File: src/rtl/uart_bus_master.sv
// Bus initiator for the uart register port: turns TX/RX byte streams and divisor
// updates into single-beat bus cycles, with periodic or interrupt-driven RX polling.
module uart_bus_master #(
  parameter int unsigned POLL_INTERVAL = 256,
  parameter logic [31:0] ADDR_BASE     = 32'h0000_0000
) (
  input  logic        sys_clk,
  input  logic        sys_rst,
  input  logic [7:0]  tx_byte,
  input  logic        tx_valid,
  output logic        tx_ready,
  output logic [7:0]  rx_byte,
  output logic        rx_valid,
  input  logic        rx_ready,
  input  logic [15:0] cfg_div,
  input  logic        cfg_wr,
  output logic        busy,
  output logic [31:0] m_dat_o,
  output logic [31:0] m_adr_o,
  output logic        m_we_o,
  output logic        m_stb_o,
  input  logic [31:0] m_dat_i,
  input  logic        m_ack_i,
  input  logic        rx_irq_i,
  output logic        rx_iack_o
);

  localparam logic [2:0] IDLE    = 3'd0;
  localparam logic [2:0] WR_TX   = 3'd1;
  localparam logic [2:0] WR_CFG  = 3'd2;
  localparam logic [2:0] RD_REQ  = 3'd3;
  localparam logic [2:0] RD_WAIT = 3'd4;
  localparam logic [2:0] GAP     = 3'd5;

  localparam int CW = (POLL_INTERVAL > 1) ? $clog2(POLL_INTERVAL) : 1;
  localparam logic [CW-1:0] POLL_RELOAD = CW'(POLL_INTERVAL - 1);

  logic [2:0]    state_q, state_d;
  logic [CW-1:0] poll_cnt_q, poll_cnt_d;
  logic          cfg_pend_q, cfg_pend_d;
  logic [15:0]   cfg_val_q, cfg_val_d;
  logic          stb_q, stb_d;
  logic          we_q, we_d;
  logic [1:0]    adr_lo_q, adr_lo_d;
  logic [31:0]   dat_q, dat_d;
  logic [7:0]    rx_byte_q, rx_byte_d;
  logic          rx_valid_q, rx_valid_d;
  logic          rx_iack_q, rx_iack_d;
  logic          busy_q, busy_d;
  logic          tx_ready_s;
  logic          cfg_req_s;
  logic [15:0]   cfg_sel_s;
  logic          poll_due_s;
  logic [CW-1:0] poll_dec_s;
  logic          unused_s;

  assign unused_s = ^m_dat_i[31:9];

  // Next-state, bus-output and bookkeeping logic
  always_comb begin
    state_d    = state_q;
    poll_cnt_d = poll_cnt_q;
    cfg_pend_d = cfg_pend_q;
    cfg_val_d  = cfg_val_q;
    stb_d      = stb_q;
    we_d       = we_q;
    adr_lo_d   = adr_lo_q;
    dat_d      = dat_q;
    rx_byte_d  = rx_byte_q;
    rx_valid_d = rx_valid_q;
    rx_iack_d  = rx_iack_q;
    tx_ready_s = 1'b0;

    // A request arriving in IDLE is served at once, so arbitration sees it directly
    cfg_req_s  = cfg_wr | cfg_pend_q;
    cfg_sel_s  = cfg_wr ? cfg_div : cfg_val_q;
    poll_due_s = ((poll_cnt_q == {CW{1'b0}}) | rx_irq_i) & ~rx_valid_q;
    poll_dec_s = (poll_cnt_q != {CW{1'b0}}) ? (poll_cnt_q - CW'(1)) : poll_cnt_q;

    if (cfg_wr) begin
      cfg_pend_d = 1'b1;
      cfg_val_d  = cfg_div;
    end else begin
      cfg_pend_d = cfg_pend_q;
    end

    if (rx_valid_q && rx_ready) begin
      rx_valid_d = 1'b0;
    end else begin
      rx_valid_d = rx_valid_q;
    end

    case (state_q)
      IDLE: begin
        poll_cnt_d = poll_dec_s;
        if (cfg_req_s) begin
          state_d  = WR_CFG;
          stb_d    = 1'b1;
          we_d     = 1'b1;
          adr_lo_d = 2'd1;
          dat_d    = {16'h0000, cfg_sel_s};
        end else if (poll_due_s) begin
          state_d    = RD_REQ;
          poll_cnt_d = POLL_RELOAD;
          stb_d      = 1'b1;
          we_d       = 1'b0;
          adr_lo_d   = 2'd0;
          dat_d      = 32'h0000_0000;
          rx_iack_d  = 1'b1;
        end else if (tx_valid) begin
          tx_ready_s = 1'b1;
          state_d    = WR_TX;
          stb_d      = 1'b1;
          we_d       = 1'b1;
          adr_lo_d   = 2'd0;
          dat_d      = {24'h00_0000, tx_byte};
        end else begin
          state_d = IDLE;
        end
      end
      WR_TX, WR_CFG: begin
        // Writes stall here for as long as the uart holds ack low
        if (m_ack_i) begin
          state_d  = GAP;
          stb_d    = 1'b0;
          we_d     = 1'b0;
          adr_lo_d = 2'd0;
          dat_d    = 32'h0000_0000;
          if ((state_q == WR_CFG) && !cfg_wr) begin
            cfg_pend_d = 1'b0;
          end else begin
            cfg_pend_d = cfg_pend_d;
          end
        end else begin
          state_d = state_q;
        end
      end
      RD_REQ: begin
        state_d  = RD_WAIT;
        stb_d    = 1'b0;
        we_d     = 1'b0;
        adr_lo_d = 2'd0;
        dat_d    = 32'h0000_0000;
      end
      RD_WAIT: begin
        // Read data is registered in the uart, so it is valid now; bit 8 flags a byte
        state_d   = GAP;
        rx_iack_d = 1'b0;
        if (m_dat_i[8]) begin
          rx_byte_d  = m_dat_i[7:0];
          rx_valid_d = 1'b1;
        end else begin
          rx_byte_d = rx_byte_q;
        end
      end
      GAP: begin
        poll_cnt_d = poll_dec_s;
        state_d    = IDLE;
      end
      default: begin
        state_d   = IDLE;
        stb_d     = 1'b0;
        we_d      = 1'b0;
        adr_lo_d  = 2'd0;
        dat_d     = 32'h0000_0000;
        rx_iack_d = 1'b0;
      end
    endcase

    busy_d = (state_d != IDLE);
  end

  // State and registered outputs
  always_ff @(posedge sys_clk or posedge sys_rst) begin
    if (sys_rst) begin
      state_q    <= IDLE;
      poll_cnt_q <= POLL_RELOAD;
      cfg_pend_q <= 1'b0;
      cfg_val_q  <= 16'h0000;
      stb_q      <= 1'b0;
      we_q       <= 1'b0;
      adr_lo_q   <= 2'd0;
      dat_q      <= 32'h0000_0000;
      rx_byte_q  <= 8'h00;
      rx_valid_q <= 1'b0;
      rx_iack_q  <= 1'b0;
      busy_q     <= 1'b0;
    end else begin
      state_q    <= state_d;
      poll_cnt_q <= poll_cnt_d;
      cfg_pend_q <= cfg_pend_d;
      cfg_val_q  <= cfg_val_d;
      stb_q      <= stb_d;
      we_q       <= we_d;
      adr_lo_q   <= adr_lo_d;
      dat_q      <= dat_d;
      rx_byte_q  <= rx_byte_d;
      rx_valid_q <= rx_valid_d;
      rx_iack_q  <= rx_iack_d;
      busy_q     <= busy_d;
    end
  end

  assign tx_ready  = tx_ready_s;
  assign rx_byte   = rx_byte_q;
  assign rx_valid  = rx_valid_q;
  assign busy      = busy_q;
  assign m_stb_o   = stb_q;
  assign m_we_o    = we_q;
  assign m_dat_o   = dat_q;
  assign m_adr_o   = {ADDR_BASE[31:2], adr_lo_q};
  assign rx_iack_o = rx_iack_q;

endmodule

File: config.mk
export PLATFORM = sky130hd
export DESIGN_NAME = uart_bus_master
export DESIGN_NICKNAME = d
export VERILOG_FILES = /design/src/rtl/uart_bus_master.sv
export SDC_FILE = /design/constraint.sdc
export NUM_CORES = 1
export LEC_CHECK = 0
export CORE_MARGIN = 5
export CORE_UTILIZATION = 41
export CTS_CLUSTER_SIZE = 12
export DETAILED_ROUTE_END_ITERATION = 12
export HOLD_SLACK_MARGIN = 0.08
export MAX_ROUTING_LAYER = met4
export PLACE_DENSITY = 0.79
export SYNTH_ARGS = -nofsm -noshare
export SYNTH_HDL_FRONTEND = slang
export SYNTH_SLANG_ARGS = --single-unit
File: constraint.sdc
create_clock -name sys_clk -period 2.69 [get_ports sys_clk]
set_clock_uncertainty 0.05 [all_clocks]
set_input_delay 0.538 -clock sys_clk [delete_from_list [all_inputs] [get_ports sys_clk]]
set_output_delay 0.538 -clock sys_clk [all_outputs]
set_load 0.02 [all_outputs]
== Word-level counts from Yosys, hierarchy flattened ==
Cells that the tools add are included.
Storage, ports and cells
  input bits: 63
  memories: 0
  output and inout port bits: 78
  bits in registers: 75
  bits in latches: 0
  ROM bits: 0
  memory bits (writable): 0
  logic and storage cells: 84
Cells by class
  bitwise logic cells: 6
  divide/modulo/power cells: 0
  reductions and logical operators: 14
  $lt $le $gt $ge: 0
  multiply operators: 0
  multiplexer cells: 42
  shift-type cells: 0
  add/sub/neg operators: 1
  eq/ne operators: 9
Operator list (number)
  32-bit two-way mux: 4
  32-bit one-hot mux with 3 select lines: 1
  8-bit two-way mux: 3
  1-bit two-way mux: 20
  16-bit two-way mux: 1
  8-bit one-hot mux with 2 select lines: 1
  2-bit two-way mux: 6
  3-bit one-hot mux with 4 select lines: 1
  8-bit logical NOT: 1
  8-bit nonzero test: 1
  8-bit by 1-bit subtractor with 8-bit output (second input constant): 1
  3-bit by 2-bit == test with 1-bit output (second input constant): 2
  3-bit == test (second input constant): 2
  2-bit inequality test (second input constant): 3
  1-bit one-hot mux with 3 select lines: 2
  2-bit one-hot mux with 3 select lines: 1
  3-bit AND reduction: 2
  4-bit inequality test (second input constant): 1
  2-bit OR reduction: 2
  4-bit OR reduction: 1
  3-bit by 1-bit == test with 1-bit output (second input constant): 1
  3-bit logical NOT: 1
  3-bit two-way mux: 1
  1-bit NOT: 3
  other kinds (8): 10

== Longest topological paths before layout ==
  depth in word-level cells: 7
  gate-level depth with buffers: 7
  depth with buffers taken out: 6

== Worst setup path after synthesis ==
OpenSTA, ideal clock, no wires.
  path kind: register -> output
  start point: reg poll_cnt_q[0]
  end point: out tx_ready
  cell stages (with the launch flop): 6
  data required time: 2.102 ns
  setup slack: 0.350 ns
  buffers on the path: 0
  data arrival time: 1.752 ns
  cells stage by stage: dfstp_2 > inv_1 > ha_1 > and2b_1 > a31o_4 > nor3_2
On the way
  cells in the longest elaborated chain, start to end: 6
RTL lines
  start, declared: line 39  | logic [CW-1:0] poll_cnt_q, poll_cnt_d;
  start signal, assigned: line 190  | poll_cnt_q <= poll_cnt_d;
  8-bit logical NOT: line 77  | poll_due_s = ((poll_cnt_q == {CW{1'b0}}) | rx_irq_i) & ~rx_valid_q;
  1-bit bitwise OR: line 77
  1-bit AND: line 77
  1-bit two-way mux: line 102  | end else if (poll_due_s) begin
  1-bit two-way mux: line 96  | if (cfg_req_s) begin
  1-bit two-way mux: line 93  | case (state_q)
  end, declared: line 11  | output logic tx_ready,
No other way between the ends.

== Final worst setup path ==
Same ends and word-level chain as after synthesis.

==> summary.txt <==
Worst setup path
  • Crit Path Category: reg -> out
  • CP required: approximately 2.1 ns
  • Crit end category: primary output
  • Max incr delay on CP: 0.53 ns
  • Crit path buf inv count: 2
  • Slowest cell on the critical path: dfstp_2
  • Critical-path maximum fanout: 2
  • Crit path DAT: between 1.5 and 2 ns
  • Reg-to-reg startpoint: poll_cnt_q[0]$_DFFE_PP1P_
  • CP startpoint kind: flop
  • CP Launch Point: poll_cnt_q[0]$_DFFE_PP1P_
  • CP delay by family, top: flip-flops
  • Worst-path cell chain: inv_1 > ha_1 > and2b_1 > a31o_4 > nor3_2 > buf_2

Floorplanning
  • DIE HEIGHT: 95.81 um
  • Initial Util: 41.85%
  • Core footprint: around 7200 sq um
  • Die X: 95.81 um
  • Total die area: 9180 sq um
  • Row Count: 31
  • I/O pin count: 141

Power
  • LEAKAGE: roughly 0.0018 uW
  • Worst VDD drop: 0.5276 mV
  • Total chip power: 4028 uW
  • Pwr/cell area: 1029 nW/um^2

GRT
  • Initial antenna violation count: 0
  • Number of global-route vias before repair: 2222
  • Largest net degree at the start of global routing: 59
  • First-pass GRT wire length: 10.72 mm
  • Grt ovf: 0
  • GRT Util Overall: approximately 16%

Cells and area
  • P&R area growth vs syn: 29.71%
  • Finished Layout Cells: between 400 and 500
  • Most common cell after layout, fill and taps aside: clkdlybuf4s50_1
  • Fillers: between 600 and 700
  • Util after Layout: a little over half
  • Final net count: 420
  • Diodes inserted: 0
  • Share of cells above drive strength 1: 18.61%
  • Commonest non-fill, non-tap cells in the layout: 69 x clkdlybuf4s50_1, 50 x dfrtp_1, 47 x conb_1, 17 x buf_4, 15 x mux2_2

Timing
  • Total negative slack: 0 ns
  • Relative slew slack: 52.48%
  • Endpoints failing hold: 0
  • Worst setup margin: between 0.1 and 0.15 ns
  • Final Setup Violations: 0
  • Worst Tran Pin Value: 0.7114 ns
  • Post-route minimum period: 2.569 ns
  • Fmax: approximately 390 MHz
  • Crit share post-route: roughly 95%
  • RSZ-0062 raised after global routing: no
  • Slew Limit Fails: 0

Logic synthesis
  • Gate Count Post-Synth: roughly 270
  • Post-synthesis register bit count: 58
  • Average size of a mapped cell: 11.27 sq um
  • Ys flop type: dfrtp_1
  • Sequential-to-total area share from yosys stat: 48.40%
  • Asr flop ratio synth: 100.0%
  • Yosys warning count: 0
  • Post-synth EDFFs: 0
  • Synth unique cells: 55
  • Post-Syn Area: 3019 sq um

Clocking
  • Clock slew seen by the registers of the worst setup and hold paths: about 0.070 ns
  • CTS hold repair buffers: 0
  • CTS root buf: clkbuf_8
  • Clk sink count: 58
  • CTS Buf Count: 9
  • Worst-Skew Late Latency: 0.33 ns
  • CTS tree: built
  • Post-CTS Setup Inserts: 0
  • Max H-tree Level: 3
  • Maximum clock path buffer count: 2

Route
  • Drt first pass iters: 4
  • DR DRC count: 0
  • Post-route antenna net violation count: 0
  • Vias: between 2000 and 2500
  • Post-Route WL: 6.689 mm
  • Routed wire per std cell: ~15 um
  • Initial DRC Count: 94
  • DR vias/cell: between 4 and 5

Placement
  • Cell count after placement: 443
  • GPL Wtd Cong: 0.7943
  • Dpl ws: -0.1185 ns
  • Post-DP HPWL: 4.855 mm
  • Buffers on Ports: 70

Worst hold path
  • Min-delay src: m_stb_o$_DFFE_PP0P_
  • Hold crit path type: reg -> reg

Status
  • Outcome: finished clean

Flow run
  • Max cap viols: 0
[kinds of logic after synthesis]
| kind of cell | count (synthesis) | share of synthesized area (%) |
|---|---|---|
| other cells | 1 | 0.1242 |
| mux | 24 | 8.869 |
| compound gates | 50 | 14.05 |
| fa+ha+maj | 2 | 0.8287 |
| xor+xnor | 2 | 0.5803 |
| simple gates | 63 | 12.23 |
| flops | 58 | 48.40 |
| buf+inv | 68 | 14.92 |
[worst reg2reg max path: cells and delay by family, from the launching register on]
kind | cells | cell delay [ns]
buffers and inverters | 2 | 0.20
and+or+nand+nor | 2 | 0.56
adders and majority gates | 1 | 0.21
AOI/OAI and AO/OA | 2 | 0.80
DFF | 1 | 0.53
[sequential cells by signal (all words and copies together) (netlist names), 3 cells and up]
| register | cells |
|---|---|
| cfg_val_q | 16 |
| state_q | 3 |
| poll_cnt_q | 8 |
| m_dat_o | 16 |
| rx_byte | 8 |
[stage by stage]
stage / hold WS (ns) / area (sq um)
after floorplan: 0.4169 / 3192
after global placement: 0.4151 / 3751
after detailed placement: 0.4186 / 3751
after CTS: 0.4340 / 3916
after global routing: 0.4470 / 3916
final: 0.4342 / 3916
[per-layer routing]
layer	GRT usage, %	share of wire [%]	wire [um]	vias up
met5	-	0	0	-
met4	6.872	1.6	106	0
met3	3.127	7.4	492	9
met2	24.15	48	3208	83
met1	19.69	43	2882	1075
li1	-	-	-	1031
[synthesized netlist by cell type, drive strengths merged, types with 2 or more instances]
| cell | n | area (sq um) |
|---|---|---|
| a22o | 8 | 70.07 |
| a21o | 6 | 45.04 |
| ha | 2 | 25.02 |
| o31ai | 2 | 20.02 |
| nor3b | 2 | 26.28 |
| buf | 53 | 394.1 |
| dfrtp | 50 | 1251 |
| or2 | 2 | 12.52 |
| a21oi | 3 | 15.01 |
| nor3 | 4 | 25.02 |
| clkbuf | 5 | 18.77 |
| mux2i | 2 | 20.02 |
| a221o | 6 | 60.06 |
| and3 | 7 | 43.79 |
| o211ai | 3 | 22.52 |
| nor4 | 3 | 25.02 |
| dfstp | 8 | 210.2 |
| nand3 | 5 | 25.02 |
| nand2b | 3 | 18.77 |
| nor2 | 9 | 33.78 |
| o2bb2ai | 2 | 17.52 |
| nand3b | 3 | 22.52 |
| nor2b | 3 | 18.77 |
| inv | 10 | 37.54 |
| o21ai | 9 | 45.04 |
| a31oi | 3 | 18.77 |
| o41ai | 2 | 36.29 |
| nand2 | 12 | 45.04 |
| mux2 | 22 | 247.7 |
| or3 | 5 | 31.28 |
[power breakdown]
group / internal (uW) / leakage, uW / switching (uW)
sequential: 1210 / 0.000696 / 194
combinational: 908 / 0.000995 / 1030
clock: 329 / 0.0000810 / 359
[worst paths after layout]
path,end,slack [ns],cells after the start
min,m_stb_o$_DFFE_PP0P_,0.43,1
max reg2reg,busy$_DFF_PP0_,0.22,7
min reg2reg,m_stb_o$_DFFE_PP0P_,0.43,1
max in group asynchronous,poll_cnt_q[5]$_DFFE_PP1P_,1.75,3
min in group asynchronous,rx_byte[4]$_DFFE_PP0P_,0.53,3
max,tx_ready,0.12,6
[repair_timing]
| action | 4_1_cts | 5_1_grt |
|---|---|---|
| resized for setup | 4 | 0 |
| hold endpoints to repair | 0 | 0 |
| endpoints found under the setup margin | 1 | 0 |
[final cells by class]
| cell class | instances | area [sq um] | area share [%] |
|---|---|---|---|
| well taps | 99 | 123.9 | 3.163 |
| flip-flops and latches | 58 | 1461 | 37.32 |
| inverters | 10 | 37.54 | 0.9585 |
| multi-input cells | 188 | 1280 | 32.68 |
| repair buffers | 88 | 843.3 | 21.53 |
| clock buffers | 9 | 123.9 | 3.163 |
| clock inverters | 7 | 46.29 | 1.182 |
Note: power is estimated with default switching activity, not from simulation.
